==> src/rtl/chained_rd_sequencer.sv <==
// Read-address / read-strobe sequencer for NCH buffered channels, run one after another in daisy-chain order.
// Build option RDSEQ_HIZ_EN: idle channels float their rd_adr slice instead of driving zero.
module chained_rd_sequencer #(
    parameter int NCH      = 5,
    parameter int WORDS    = 18,
    parameter int AW       = 5,
    parameter int SLOT     = 64,
    parameter int RD_START = 40,
    parameter int RD_LEN   = 4
) (
    input  logic                clk,
    input  logic                rst,
    input  logic [NCH-1:0]      strobe,
    output logic [NCH-1:0]      rd,
    output logic [NCH*AW-1:0]   rd_adr,
    output logic [NCH-1:0]      done,
    output logic                busy
);

    localparam int CW = (SLOT > 1) ? $clog2(SLOT) : 1;

    localparam logic [CW-1:0] CNT_LAST = CW'(SLOT - 1);
    localparam logic [CW-1:0] RD_ON    = CW'(RD_START);
    localparam logic [CW-1:0] RD_OFF   = CW'(RD_START + RD_LEN);
    localparam logic [AW-1:0] IDX_LAST = AW'(WORDS - 1);

    typedef enum logic [1:0] {
        S_IDLE,
        S_ARMED,
        S_SLOT,
        S_WAIT_LOW
    } state_t;

    logic [NCH-1:0] r_sync1;
    logic [NCH-1:0] r_sync2;
    logic [NCH-1:0] w_idle;
    logic [NCH-1:0] w_wait;
    logic [NCH-1:0] w_clear;

    always_ff @(posedge clk or negedge rst) begin
        if (!rst) begin
            r_sync1 <= '0;
            r_sync2 <= '0;
        end else begin
            r_sync1 <= strobe;
            r_sync2 <= r_sync1;
        end
    end

    // A channel may start once its nearest non-idle predecessor has just pulsed done;
    // idle predecessors are transparent, so the permission ripples through them.
    always_comb begin
        w_clear    = '0;
        w_clear[0] = 1'b1;
        for (int k = 1; k < NCH; k++) begin
            w_clear[k] = done[k-1] | (w_idle[k-1] & w_clear[k-1]);
        end
    end

    assign busy = |(~(w_idle | w_wait));

    generate
        for (genvar gi = 0; gi < NCH; gi++) begin : g_ch
            state_t          r_state;
            state_t          w_state_next;
            logic [CW-1:0]   r_cnt;
            logic [CW-1:0]   w_cnt_next;
            logic [AW-1:0]   r_idx;
            logic [AW-1:0]   w_idx_next;
            logic            r_rd;
            logic            w_rd_next;
            logic            r_done;
            logic            w_done_next;
            logic            w_act;

            always_ff @(posedge clk or negedge rst) begin
                if (!rst) begin
                    r_state <= S_IDLE;
                    r_cnt   <= '0;
                    r_idx   <= '0;
                    r_rd    <= 1'b0;
                    r_done  <= 1'b0;
                end else begin
                    r_state <= w_state_next;
                    r_cnt   <= w_cnt_next;
                    r_idx   <= w_idx_next;
                    r_rd    <= w_rd_next;
                    r_done  <= w_done_next;
                end
            end

            always_comb begin
                w_state_next = r_state;
                w_cnt_next   = r_cnt;
                w_idx_next   = r_idx;
                w_rd_next    = r_rd;
                w_done_next  = 1'b0;
                case (r_state)
                    S_IDLE: begin
                        w_cnt_next = '0;
                        w_idx_next = '0;
                        w_rd_next  = 1'b0;
                        if (r_sync2[gi]) begin
                            w_state_next = S_ARMED;
                        end
                    end
                    S_ARMED: begin
                        w_cnt_next = '0;
                        w_idx_next = '0;
                        w_rd_next  = 1'b0;
                        if (!r_sync2[gi]) begin
                            w_state_next = S_IDLE;
                        end else if (w_clear[gi]) begin
                            w_state_next = S_SLOT;
                        end
                    end
                    S_SLOT: begin
                        if (!r_sync2[gi]) begin
                            // Abort: drop everything, no done for a partial frame.
                            w_state_next = S_IDLE;
                            w_cnt_next   = '0;
                            w_idx_next   = '0;
                            w_rd_next    = 1'b0;
                        end else begin
                            if (r_cnt == RD_ON) begin
                                w_rd_next = 1'b1;
                            end else if (r_cnt == RD_OFF) begin
                                w_rd_next = 1'b0;
                            end
                            if (r_cnt == CNT_LAST) begin
                                w_cnt_next = '0;
                                if (r_idx == IDX_LAST) begin
                                    w_idx_next   = '0;
                                    w_done_next  = 1'b1;
                                    w_rd_next    = 1'b0;
                                    w_state_next = S_WAIT_LOW;
                                end else begin
                                    w_idx_next = r_idx + 1'b1;
                                end
                            end else begin
                                w_cnt_next = r_cnt + 1'b1;
                            end
                        end
                    end
                    S_WAIT_LOW: begin
                        w_cnt_next = '0;
                        w_idx_next = '0;
                        w_rd_next  = 1'b0;
                        if (!r_sync2[gi]) begin
                            w_state_next = S_IDLE;
                        end
                    end
                    default: begin
                        w_state_next = S_IDLE;
                        w_cnt_next   = '0;
                        w_idx_next   = '0;
                        w_rd_next    = 1'b0;
                    end
                endcase
            end

            assign w_act      = (r_state == S_ARMED) || (r_state == S_SLOT);
            assign w_idle[gi] = (r_state == S_IDLE);
            assign w_wait[gi] = (r_state == S_WAIT_LOW);
            assign rd[gi]     = r_rd;
            assign done[gi]   = r_done;

`ifdef RDSEQ_HIZ_EN
            assign rd_adr[gi*AW +: AW] = w_act ? r_idx : {AW{1'bz}};
`else
            assign rd_adr[gi*AW +: AW] = w_act ? r_idx : {AW{1'b0}};
`endif
        end
    endgenerate

endmodule

==> config.mk <==
export PLATFORM = sky130hd
export DESIGN_NAME = chained_rd_sequencer
export DESIGN_NICKNAME = d
export VERILOG_FILES = /design/src/rtl/chained_rd_sequencer.sv
export SDC_FILE = /design/constraint.sdc
export NUM_CORES = 1
export LEC_CHECK = 0
export ABC_CLOCK_PERIOD_IN_PS = 2200
export CAP_MARGIN = 20
export CORE_UTILIZATION = 58
export CTS_CLUSTER_DIAMETER = 40
export DETAILED_ROUTE_END_ITERATION = 8
export GPL_TIMING_DRIVEN = 0
export MAX_ROUTING_LAYER = met4
export PLACE_DENSITY = 0.8
export SLEW_MARGIN = 25
export SYNTH_ARGS = -nofsm -noshare
export SYNTH_HDL_FRONTEND = slang
export SYNTH_SLANG_ARGS = --single-unit
==> constraint.sdc <==
create_clock -name clk -period 2.2 [get_ports clk]
set_clock_uncertainty 0.1 [all_clocks]
set_input_delay 0.44 -clock clk [delete_from_list [all_inputs] [get_ports clk]]
set_output_delay 0.44 -clock clk [all_outputs]
set_load 0.01 [all_outputs]
==> results.toml <==
[logic_synthesis]
async_reset_ff_frac = 1.00
syn-num-nets = 525
ys.flop_type = "dfrtp_1"
ys_types = 51
syn_inst = 475
synth_seq_area_share = 0.456
synth_area_um2 = 4670
synth_seq_cells = 85
synth_edf_count = 0
yosys.area.top_type = "dfrtp_1"
synth.most_common_cell = "dfrtp_1"
synthTopCellsByCount = "dfrtp_1, nor2_1, ha_1, inv_1, nand2_1"
syn_area_per_cell_um2 = 9.83
synth.top_cell.area_share = 0.456
synthTopCellsByArea = "dfrtp_1, ha_1, nor2_1, and2_1, a21oi_1"
ys_warn_count = 0

[sta]
hold_viol_final = 0
max_slew_margin = 0.612
setup_viol = 0
fmax_ghz = 0.473
period_needed_ps = 2120
slew_viol_final = 0
rsz0062_at_grt = "no"
finalCritPeriodShare = 0.962
tightest_slew_ps = 573
tns_ps = 0

[clock_tree]
cts.sinks = 85
clockBufferDepth = 2
clkTransAtPathRegs_ps = 80
clock_latency_ps = 350
cts_buffers = 9
clock-root-buffer = "clkbuf_8"
htree_levels = 3
tritoncts = "done"

[placed_design]
placed_area_um2 = 5240
dp_cells = 620
io_buffers = 42
gp_congestion = 0.834
place_hpwl_um = 6150

[layout]
n_antenna_cell = 0
area_growth_pct = 19.7
final_util = 0.719
instances_no_fill = 646
fillers = 557
num-nets-final = 590
finalInstanceArea_um2 = 5590
drive_above_1_share = 0.123

[run_status]
status = "finished clean"

[power]
p_leak_uw = 0.00256
power_frac_seq = 0.387
pwr-share-comb = 0.350
finalPower_uw = 4560
switchingPower_uw = 1490
peakVddDrop_mv = 0.441
intPower_uw = 3070
powerDensity_nw_per_um2 = 816
sw_frac_of_total = 0.326
pwr-share-clk = 0.262

[grt]
overflow = 0
grt_pass1_vias = 3465
track_usage = 0.240
antenna_found_initial = 0
grt_pass1_wl_um = 15500
grt_start_max_net_pins = 67

[floorplan]
start_util = 0.601
die_h_um = 91.7
rows = 32
die_area_um2 = 8410
ios = 43
coreArea_um2 = 7770
die_width_um = 91.7

[hold_path]
worstHoldStart = "r_sync1[2]"
hp-class = "register to register"
holdPathEnd = "r_sync2[2]"
whs_path_depth = 0

[drt]
drc_errors = 0
viasPerCell = 5.51
wl_um = 8950
drtAntennaViolNets = 0
detail_route.first_pass.iterations = 4
drt_iter0_drc = 144
num_vias = 3558
wl_per_cell_um = 13.8

[critical_path]
critPathLaunch = "g_ch[4].r_state[0]"
critPathMaxFanout = 6
r2r-start = "g_ch[0].r_state[0]"
regToRegEndpoint = "g_ch[4].r_state[0]"
cp.arrival_ps = 1580
reg2reg_depth = 6
cp.required_ps = 1660
cp-end-kind = "output pin"
rrSetupSlack_ps = 120
critPathKind = "register to output pin"
startpoint_type = "register"

[job]
drv_cap = 0
cell usage in the layout (no fill, tap or decap), types with 3 or more instances in the layout:
cell type,Yosys,layout
inv_1,34,28
xnor2_1,10,10
buf_4,10,20
and2_1,30,30
or3_1,8,8
nor2_1,52,51
nand2b_1,3,3
dfrtp_1,85,84
nand4b_1,5,5
nand3_1,20,20
o41ai_1,3,3
xor2_1,8,8
nand4bb_1,3,3
and4_1,3,3
and3_1,8,8
clkdlybuf4s50_1,0,15
o21ai_0,24,24
o31ai_1,4,3
nor3_1,10,9
mux2i_1,6,6
dlygate4sd2_1,0,25
or2_2,4,4
nand2_1,31,31
a21oi_1,28,28
clkbuf_8,0,10
ha_4,0,5
ha_1,43,38
o22ai_1,3,3
and4bb_2,3,3
inv_2,0,6
flip-flops by register name (all words and copies together) (netlist names):
name	cells
r_sync1	5
g_ch.r_cnt	30
g_ch.r_done	5
g_ch.r_state	10
g_ch.r_idx	25
g_ch.r_rd	5
r_sync2	5
timing repair:
item | CTS | global route
hold buffers | 1 | 0
hold endpoints to repair | 19 | 0
buffers inserted | 10 | 0
pin swaps | 0 | 0
setup endpoints to repair | 28 | 3
resized for setup | 40 | 4
area by class of cell:
type | instances | area [um2] | area share
Sequential cell | 85 | 2130 | 0.381
Inverter | 34 | 128 | 0.0228
Clock buffer | 11 | 141 | 0.0253
Tap cell | 102 | 128 | 0.0228
Multi-Input combinational cell | 344 | 2400 | 0.430
Buffer | 12 | 85.1 | 0.0152
Clock inverter | 4 | 72.6 | 0.0130
Timing Repair Buffer | 54 | 503 | 0.0900
worst max-delay path, stage by stage, from the launching register on:
cell and delay (ps):
dfrtp_1 400, inv_2 110, ha_4 230, nor3_2 150
nand2_1 90, clkdlybuf4s15_1 240
logic make-up (layout without fill, tap and decap cells):
family	after synthesis	after routing	share of synthesized area
AO/OA/AOI/OAI	88	88	0.120
XOR/XNOR	18	18	0.0338
adder cells (fa/ha/maj)	43	43	0.115
buffers and inverters	46	115	0.0456
flip-flops	85	85	0.456
multiplexers	7	7	0.0153
AND/OR/NAND/NOR	188	188	0.214
how the worst max path moves through the flow:
stage,to
after detailed placement,busy
after global placement,g_ch[1].r_idx[1]
final,busy
after CTS,busy
after global routing,busy
after floorplan,g_ch[2].r_state[1]
per-layer routing:
| layer | track usage | up-vias | routed length, um |
|---|---|---|---|
| li1 | - | 1772 | - |
| met1 | 0.285 | 1700 | 4000 |
| met2 | 0.400 | 69 | 4450 |
| met3 | 0.0498 | 17 | 327 |
| met4 | 0.0964 | 0 | 169 |
| met5 | - | - | 0 |
stage by stage:
step / worst slack, ps / hold WS, ps
after floorplan: 333 / 44.4
after global placement: -2460 / 233
after detailed placement: 4.92 / 196
after CTS: 11.7 / 256
after global routing: 1.52 / 261
final: 84.2 / 253
power by group through the flow:
stage / Clock, uW / Combinational [uW] / Sequential (uW)
6_report: 1200 / 1600 / 1770
5_1_grt: 1310 / 1770 / 1770
4_1_cts: 1230 / 1570 / 1750
3_5_place_dp: 0 / 1180 / 1830
3_3_place_gp: 0 / 1110 / 1820
2_1_floorplan: 0 / 857 / 1800
Power figures use the tool's default switching activity.
